**config.mk**
```make
export PLATFORM = sky130hd
export DESIGN_NAME = tt_um_jleugeri_ticktocktokens_progloader
export DESIGN_NICKNAME = d
export VERILOG_FILES = /design/src/rtl/tt_um_jleugeri_ticktocktokens_progloader.sv
export SDC_FILE = /design/constraint.sdc
export NUM_CORES = 1
export LEC_CHECK = 0
export CAP_MARGIN = 20
export CORE_MARGIN = 5
export CORE_UTILIZATION = 50
export DETAILED_ROUTE_END_ITERATION = 8
export DONT_BUFFER_PORTS = 1
export PLACE_DENSITY = 0.66
export SLEW_MARGIN = 20
export SYNTH_ARGS = -nofsm -noshare
export SYNTH_HDL_FRONTEND = slang
export SYNTH_SLANG_ARGS = --single-unit
```
**constraint.sdc**
```tcl
create_clock -name clock_fast -period 2.6 [get_ports clock_fast]
set_clock_uncertainty 0.15 [all_clocks]
set_input_delay 0.39 -clock clock_fast [delete_from_list [all_inputs] [get_ports clock_fast]]
set_output_delay 0.39 -clock clock_fast [all_outputs]
set_load 0.005 [all_outputs]
```
**src/rtl/tt_um_jleugeri_ticktocktokens_progloader.sv**
```systemverilog
// rtl/tt_um_jleugeri_ticktocktokens_progloader.sv - byte-stream program loader issuing table writes to the main core
// Optional address auto-increment after each completed write: define PROGLOADER_AUTOINC_EN.
module tt_um_jleugeri_ticktocktokens_progloader #(
  parameter int NUM_PROCESSORS  = 10,
  parameter int NUM_CONNECTIONS = 50,
  parameter int PROG_HEADER     = 4,
  parameter int PROG_BITS       = 8
) (
  input  logic                   clock_fast,
  input  logic                   reset,
  input  logic [PROG_HEADER-1:0] prog_header,
  input  logic [PROG_BITS-1:0]   prog_data,
  input  logic                   prog_strobe,
  output logic                   wr_valid,
  input  logic                   wr_ready,
  output logic [PROG_HEADER-1:0] wr_field,
  output logic [PROG_BITS-1:0]   wr_addr,
  output logic [2*PROG_BITS-1:0] wr_data,
  output logic                   prog_error
);

  localparam logic [1:0] S_IDLE    = 2'd0;
  localparam logic [1:0] S_WAIT_HI = 2'd1;
  localparam logic [1:0] S_EMIT    = 2'd2;

  localparam logic [PROG_HEADER-1:0] H_NOP      = PROG_HEADER'(0);
  localparam logic [PROG_HEADER-1:0] H_SET_ADDR = PROG_HEADER'(1);
  localparam logic [PROG_HEADER-1:0] H_P0       = PROG_HEADER'(2);
  localparam logic [PROG_HEADER-1:0] H_P1       = PROG_HEADER'(3);
  localparam logic [PROG_HEADER-1:0] H_P2       = PROG_HEADER'(4);
  localparam logic [PROG_HEADER-1:0] H_C0       = PROG_HEADER'(5);
  localparam logic [PROG_HEADER-1:0] H_C1       = PROG_HEADER'(6);
  localparam logic [PROG_HEADER-1:0] H_DUR      = PROG_HEADER'(8);
  localparam logic [PROG_HEADER-1:0] H_ABORT    = PROG_HEADER'(15);

  logic [1:0]             r_state,  w_state;
  logic                   r_strobe_q;
  logic [PROG_BITS-1:0]   r_addr,   w_addr;
  logic [PROG_BITS-1:0]   r_lo,     w_lo;
  logic                   r_valid,  w_valid;
  logic [PROG_HEADER-1:0] r_field,  w_field;
  logic [PROG_BITS-1:0]   r_waddr,  w_waddr;
  logic [2*PROG_BITS-1:0] r_wdata,  w_wdata;
  logic                   r_error,  w_error;

  logic w_accept;
  logic w_proc_ok;
  logic w_conn_ok;

  assign w_accept  = prog_strobe & ~r_strobe_q;
  assign w_proc_ok = int'(r_addr) < NUM_PROCESSORS;
  assign w_conn_ok = int'(r_addr) < NUM_CONNECTIONS;

  assign wr_valid   = r_valid;
  assign wr_field   = r_field;
  assign wr_addr    = r_waddr;
  assign wr_data    = r_wdata;
  assign prog_error = r_error;

  always_comb begin
    w_state = r_state;
    w_addr  = r_addr;
    w_lo    = r_lo;
    w_valid = r_valid;
    w_field = r_field;
    w_waddr = r_waddr;
    w_wdata = r_wdata;
    w_error = r_error;

    if (r_valid && wr_ready) begin
      w_valid = 1'b0;
      w_state = S_IDLE;
`ifdef PROGLOADER_AUTOINC_EN
      w_addr  = r_addr + 1'b1;
`endif
    end

    if (w_accept) begin
      if (prog_header == H_ABORT) begin
        w_state = S_IDLE;
        w_addr  = '0;
        w_lo    = '0;
        w_valid = 1'b0;
        w_error = 1'b0;
      end else if (r_state == S_EMIT) begin
        // The pending command owns the output registers; anything arriving now is lost.
        w_error = 1'b1;
      end else if (r_state == S_WAIT_HI && prog_header == H_DUR) begin
        w_lo = '0;
        if (w_proc_ok) begin
          w_state = S_EMIT;
          w_valid = 1'b1;
          w_field = prog_header;
          w_waddr = r_addr;
          w_wdata = {prog_data, r_lo};
        end else begin
          w_error = 1'b1;
          w_state = S_IDLE;
        end
      end else begin
        // A foreign header inside a duration pair abandons the pair, then runs as a fresh byte.
        if (r_state == S_WAIT_HI) begin
          w_error = 1'b1;
          w_lo    = '0;
          w_state = S_IDLE;
        end
        case (prog_header)
          H_NOP: begin
          end
          H_SET_ADDR: w_addr = prog_data;
          H_P0, H_P1, H_P2: begin
            if (w_proc_ok) begin
              w_state = S_EMIT;
              w_valid = 1'b1;
              w_field = prog_header;
              w_waddr = r_addr;
              w_wdata = {{PROG_BITS{1'b0}}, prog_data};
            end else begin
              w_error = 1'b1;
            end
          end
          H_C0, H_C1: begin
            if (w_conn_ok) begin
              w_state = S_EMIT;
              w_valid = 1'b1;
              w_field = prog_header;
              w_waddr = r_addr;
              w_wdata = {{PROG_BITS{1'b0}}, prog_data};
            end else begin
              w_error = 1'b1;
            end
          end
          H_DUR: begin
            w_lo    = prog_data;
            w_state = S_WAIT_HI;
          end
          default: w_error = 1'b1;
        endcase
      end
    end
  end

  always_ff @(posedge clock_fast) begin
    if (reset) begin
      r_state    <= S_IDLE;
      r_strobe_q <= 1'b1;
      r_addr     <= '0;
      r_lo       <= '0;
      r_valid    <= 1'b0;
      r_field    <= '0;
      r_waddr    <= '0;
      r_wdata    <= '0;
      r_error    <= 1'b0;
    end else begin
      r_state    <= w_state;
      r_strobe_q <= prog_strobe;
      r_addr     <= w_addr;
      r_lo       <= w_lo;
      r_valid    <= w_valid;
      r_field    <= w_field;
      r_waddr    <= w_waddr;
      r_wdata    <= w_wdata;
      r_error    <= w_error;
    end
  end

endmodule

```
Yosys cells after proc, flatten, opt, wreduce, memory -nomap -nowiden
Index checks and enable logic that the tools add are counted.
Cells by class
  magnitude comparators: 2
  reduce and logical (&&, ||, !) cells: 14
  bitwise gates (word level): 4
  mux-type cells: 48
  equality and inequality tests: 16
Operators by type and width (count)
  $mux W8: 12
  $mux W16: 4
  $pmux W16 S2: 1
  $mux W2: 9
  $pmux W8 S2: 1
  $mux W1: 14
  $eq A4 B3 Y1 const B: 3
  $mux W4: 3
  $eq A4 B2 Y1 const B: 2
  $eq A4 B4 Y1 const B: 2
  $lt A8 B4 Y1 const B: 1
  $lt A8 B6 Y1 const B: 1
  $ne A2 B2 Y1 const B: 4
  $pmux W4 S2: 1
  $reduce_and A7 Y1: 1
  $pmux W2 S3: 1
  $reduce_or A3 Y1: 2
  $reduce_and A5 Y1: 1
  $eq A4 B1 Y1 const B: 1
  $logic_not A4 Y1: 1
  $ne A4 B4 Y1 const B: 1
  $reduce_and A4 Y1: 1
  $reduce_bool A4 Y1: 1
  $ne A3 B3 Y1 const B: 1
  other kinds (12): 15
Word-level totals
  bits of input ports: 16
  register bits: 49

Depth between registers and ports, before layout
Gate-level depths: netlist of run 1.
  word-level depth: 9
  mapped depth: 7
  mapped depth without buffers: 5

Worst setup path before layout of run 1
Ideal clock, no wire load.
  path type: input to register
  start: in prog_header[0]
  end: reg r_waddr[4] (netlist: wr_addr[4])
  data arrival time: 2.038 ns
  cell stages on the path: 7
  path buffers: 2
  library setup time: 0.117 ns
  required time: 2.333 ns
  slack: 0.295 ns
  path through: buf_2 nor4b_1 a32oi_1 a211oi_4 nor2_2 buf_6 a22o_1
On the way
  cells in the longest elaborated chain, start to end: 4
Ends and longest elaborated chain
  from (decl): line 11  | input logic [PROG_HEADER-1:0] prog_header,
  $eq A4 B3 Y1, or another cell as far along: line 107  | case (prog_header)
  $reduce_or A2 Y1, or another cell as far along: line 107
  $ne A3 B3 Y1 (no source line), or another cell as far along
  $reduce_and A5 Y1 (no source line) / $mux W8 (equally long branches)
  to (signal assigned): line 161  | r_waddr <= w_waddr;
  to (decl): line 42  | logic [PROG_BITS-1:0] r_waddr, w_waddr;
Several ways; a longest one is shown, not always the timed one.
A chain may end at the register's enable or synchronous reset.

Final worst setup path of run 1
  start: reg r_addr[5]
  end: reg r_waddr[1] (netlist: wr_addr[1])
On the way
  cells in the longest elaborated chain, start to end: 4
Ends and longest elaborated chain
  from (decl): line 38  | logic [PROG_BITS-1:0] r_addr, w_addr;
  from (signal assigned): line 157  | r_addr <= w_addr;
  $lt A8 B4 Y1: line 51  | assign w_proc_ok = int'(r_addr) < NUM_PROCESSORS;
  $mux W8
  $pmux W8 S2
  $mux W8
Several ways; a longest one is shown, not always the timed one.

==> results.txt, run 1 <==
----------------------------------------------------
[Run status]
  Outcome ... completed

[Yosys]
  Number of synthesized register bits ... 49
  Syn. warnings ... 0
  Average cell area after synthesis ... 9.70 sq um
  Post-synthesis instance area ... 2280 sq um
  Post-synthesis cell count ... 235
  Net Count, Synth ... 251
  Proportion of synthesized chip area in sequential cells ... 43.0%
  Count of cell types in the netlist ... 51

[Global routing]
  Total gr overflow ... 0
  Initial antenna violation count ... 0
  Routing layer with the top usage in global route ... met1
  Met3 track demand over resource in global routing ... 5.67%
  Via count of the first global-routing pass ... 1,655
  Pin count of the biggest net entering global routing ... 22
  Met2 GRT Util ... 25.0%
  Met1 Track Usage GR ... 25.1%
  Wire length of the first global-routing pass ... 8540 um
  GRT Resource Usage Total ... 17.7%

[STA]
  Relative slew margins ... 31.7%
  Post-Route Hold Slack ... 32.8 ps
  Min cycle time layout ... 2330 ps
  Max frequency ... 0.428 GHz
  Final Hold Vio Count ... 0
  Setup repair after global routing missed its margin ... false
  Setup TNS ... 0 ps
  Final Slew Violations ... 0
  Worst Max-Slew Pin Slew ... 1020 ps
  # setup viols final ... 0
  Tcrit/Tclk final ... 89.8%

[Clock network]
  H-tree depth ... 2
  TritonCTS clock tree ... done
  Clock-pin slew reported for the worst setup and hold paths after clock tree synthesis ... 100 ps
  TritonCTS buffer count ... 5
  Maximum buffer depth of the clock tree ... 2
  Number of clock sinks ... 49
  Clock Latency Late Sink ... 310 ps
  Cts hold-fix bufs ... 1
  Post-CTS setup buffer count ... 0
  Root buffer cell ... clkbuf_8
  Post-cts resize count ... 0

[Floorplanning]
  Initial core utilization ... 52.0%
  Vert. Die Dim ... 77.5 um
  Top-level I/O count ... 46
  Overall die width ... 77.5 um
  Die area ... 6010 sq um
  Number of placement rows ... 24
  Placeable core region ... 4380 sq um

[Routing]
  Number of design-rule violations left by the first detailed-router iteration ... 178
  Via-per-instance ratio ... 6.05
  Pre-Repair DR Iteration Count ... 4
  Post-route antenna net violation count ... 0
  Overall routed net length ... 5370 um
  DRC violations left ... 0
  Routed length per placed instance ... 18.3 um
  Total number of vias ... 1,780

[Final layout]
  Layout Nets ... 257
  Number of fill cells ... 392
  Antenna cells ... 0
  Area Growth Syn to Fin ... 9.71%
  Layout cells sized above 1 ... 18.2%

[Placed design]
  Buffers added on ports ... 0
  Routability congestion estimate ... 0.951
  Post-DP HPWL ... 3760 um

[Worst setup path]
  Crit path launch type ... flip-flop
  WP data arrival ... 2340 ps
  Nature of the critical path endpoint ... flip-flop
  Crit path required time ... 2610 ps
  Setup Crit Path Kind ... flip-flop to flip-flop
  Cells along the critical path ... or4_1 -> a211o_1 -> a211oi_4 -> buf_12 -> mux2i_1 -> nor2_1
  Maximum fanout encountered on the critical timing path ... 21
  Slowest-stage cell, CP ... or4_1
  Stage delay of the slowest cell on the critical path ... 520 ps

[Flow run]
  Max Cap Violations ... 0

[Pwr]
  Power per Cell Area ... 573 nW/um^2
  Worst IR Drop VDD ... 0.329 mV
  P_leak ... 0.000937 uW

[Hold path]
  Path class of the lowest-slack min-delay path ... input pin to flip-flop

----------------------------------------------------
==> metrics by stage <==
stage | setup slack [ps] | std cells | utilization [%] | power, uW | area [sq um]
finish | 265 | 294 | 57.0 | 1430 | 2500
global route | 112 | 294 | 57.0 | 1480 | 2500
CTS | 267 | 293 | 56.8 | 1440 | 2490
detailed placement | 329 | 284 | 53.9 | 868 | 2360
global placement | 373 | 284 | 53.9 | 869 | 2360
floorplan | 295 | 235 | - | 868 | 2280
==> cell families (layout without fill, tap and decap cells) <==
group | Yosys count | after routing | synth area share, %
AND/OR/NAND/NOR | 83 | 83 | 20.6
AO/OA/AOI/OAI | 65 | 65 | 24.1
flip-flops | 49 | 49 | 43.0
buffers and inverters | 20 | 27 | 4.45
multiplexers | 15 | 15 | 6.64
XOR/XNOR | 2 | 2 | 0.769
adder cells (fa/ha/maj) | 1 | 1 | 0.439
==> synth_stat cells, drive strengths merged <==
cell	count	area [sq um]
a2111oi	1	8.76
a211o	1	8.76
a211oi	10	133
a21oi	7	38.8
a221oi	1	8.76
a22o	11	96.3
a22oi	8	60.1
a31o	8	70.1
a31oi	2	12.5
a32o	1	10.0
a32oi	2	17.5
a41o	1	10.0
and2	4	25.0
and3	1	6.26
buf	7	52.5
clkbuf	7	26.3
dfxtp	49	981
inv	6	22.5
maj3	1	10.0
mux2	1	11.3
mux2i	14	140
nand2	9	33.8
nand2b	5	31.3
nand3	5	25.0
nand4	3	18.8
nor2	30	138
nor2b	4	25.0
nor3	4	20.0
nor3b	9	67.6
nor4	2	18.8
nor4b	2	23.8
o21a	1	7.51
o21ai	7	35.0
o22ai	1	6.26
o2bb2ai	1	8.76
o311ai	1	8.76
o32ai	1	8.76
or2	3	18.8
or4	1	7.51
or4b	1	10.0
xnor2	1	8.76
xor2	1	8.76
==> critical path: cells and delay by family (launching register included) <==
| kind | cells | cell delay (ps) |
|---|---|---|
| AOI/OAI and AO/OA | 2 | 670 |
| and+or+nand+nor | 2 | 570 |
| DFF | 1 | 350 |
| buffers and inverters | 1 | 230 |
| muxes | 1 | 210 |
==> report_power, final <==
| part | internal [uW] | switching [uW] | total [uW] |
|---|---|---|---|
| clock network | 313 | 259 | 572 |
| registers | 758 | 7.40 | 765 |
| logic | 39.0 | 56.9 | 95.9 |
==> layout make-up <==
type                       instances  area, sq um  area share, %
clock inverter                     2         37.5           1.50
clock buffer                       6         82.6           3.30
inverter                           6         22.5          0.900
sequential                        49          981           39.2
tap                               52         65.1           2.60
multi-input combinational        166         1200           47.9
timing repair buffer              13          115           4.60
==> cells in the final DEF, fill, tap and decap left out, types with 2 or more instances in the layout <==
master         instances
o21ai_0                6
a211oi_2               9
nand2b_1               5
dfxtp_1               49
mux2i_1               14
nand4_1                3
a31oi_1                2
nor3b_1                9
nand3_1                5
nor3_1                 4
buf_4                 10
a32oi_1                2
and2_1                 4
a22o_1                11
a22oi_1                8
dlygate4sd3_1          2
nor2_1                20
nor2_2                10
a31o_1                 8
a21oi_1                6
inv_1                  6
nand2_1                9
clkbuf_8               6
nor2b_1                4
or2_1                  2
==> sequential cells by signal, summed over array words and instances, names as in the netlist <==
signal	count
prog_error	1
r_addr	8
r_lo	8
r_state	2
r_strobe_q	1
wr_addr	8
wr_data	16
wr_field	4
wr_valid	1
==> path summary, 6_finish.rpt <==
| path | cells after the start | start | endpoint | slack, ps |
|---|---|---|---|---|
| min | 1 | reset | r_state[1] | 30 |
| max reg2reg | 6 | r_addr[5] | wr_addr[1] | 270 |
| max | 6 | r_addr[5] | wr_addr[1] | 270 |
| min reg2reg | 2 | prog_error | prog_error | 340 |
==> layer usage <==
| metal | vias to the layer above | share of wire, % |
|---|---|---|
| met1 | 821 | 47 |
| met5 | - | 0 |
| met2 | 74 | 42 |
| met3 | 7 | 10 |
| met4 | 0 | 1.3 |
| li1 | 878 | - |
Note: power is estimated with default switching activity, not from simulation.
==> run 2: changes to the inputs <==
--- a/config.mk
+++ b/config.mk
@@ -8,6 +8,7 @@
 export CAP_MARGIN = 20
 export CORE_MARGIN = 5
 export CORE_UTILIZATION = 50
+export CTS_CLUSTER_DIAMETER = 60
 export DETAILED_ROUTE_END_ITERATION = 8
 export DONT_BUFFER_PORTS = 1
 export PLACE_DENSITY = 0.66
==> results of run 2 <==
Same layout as run 1: the final DEF is identical, and so are final timing and power.
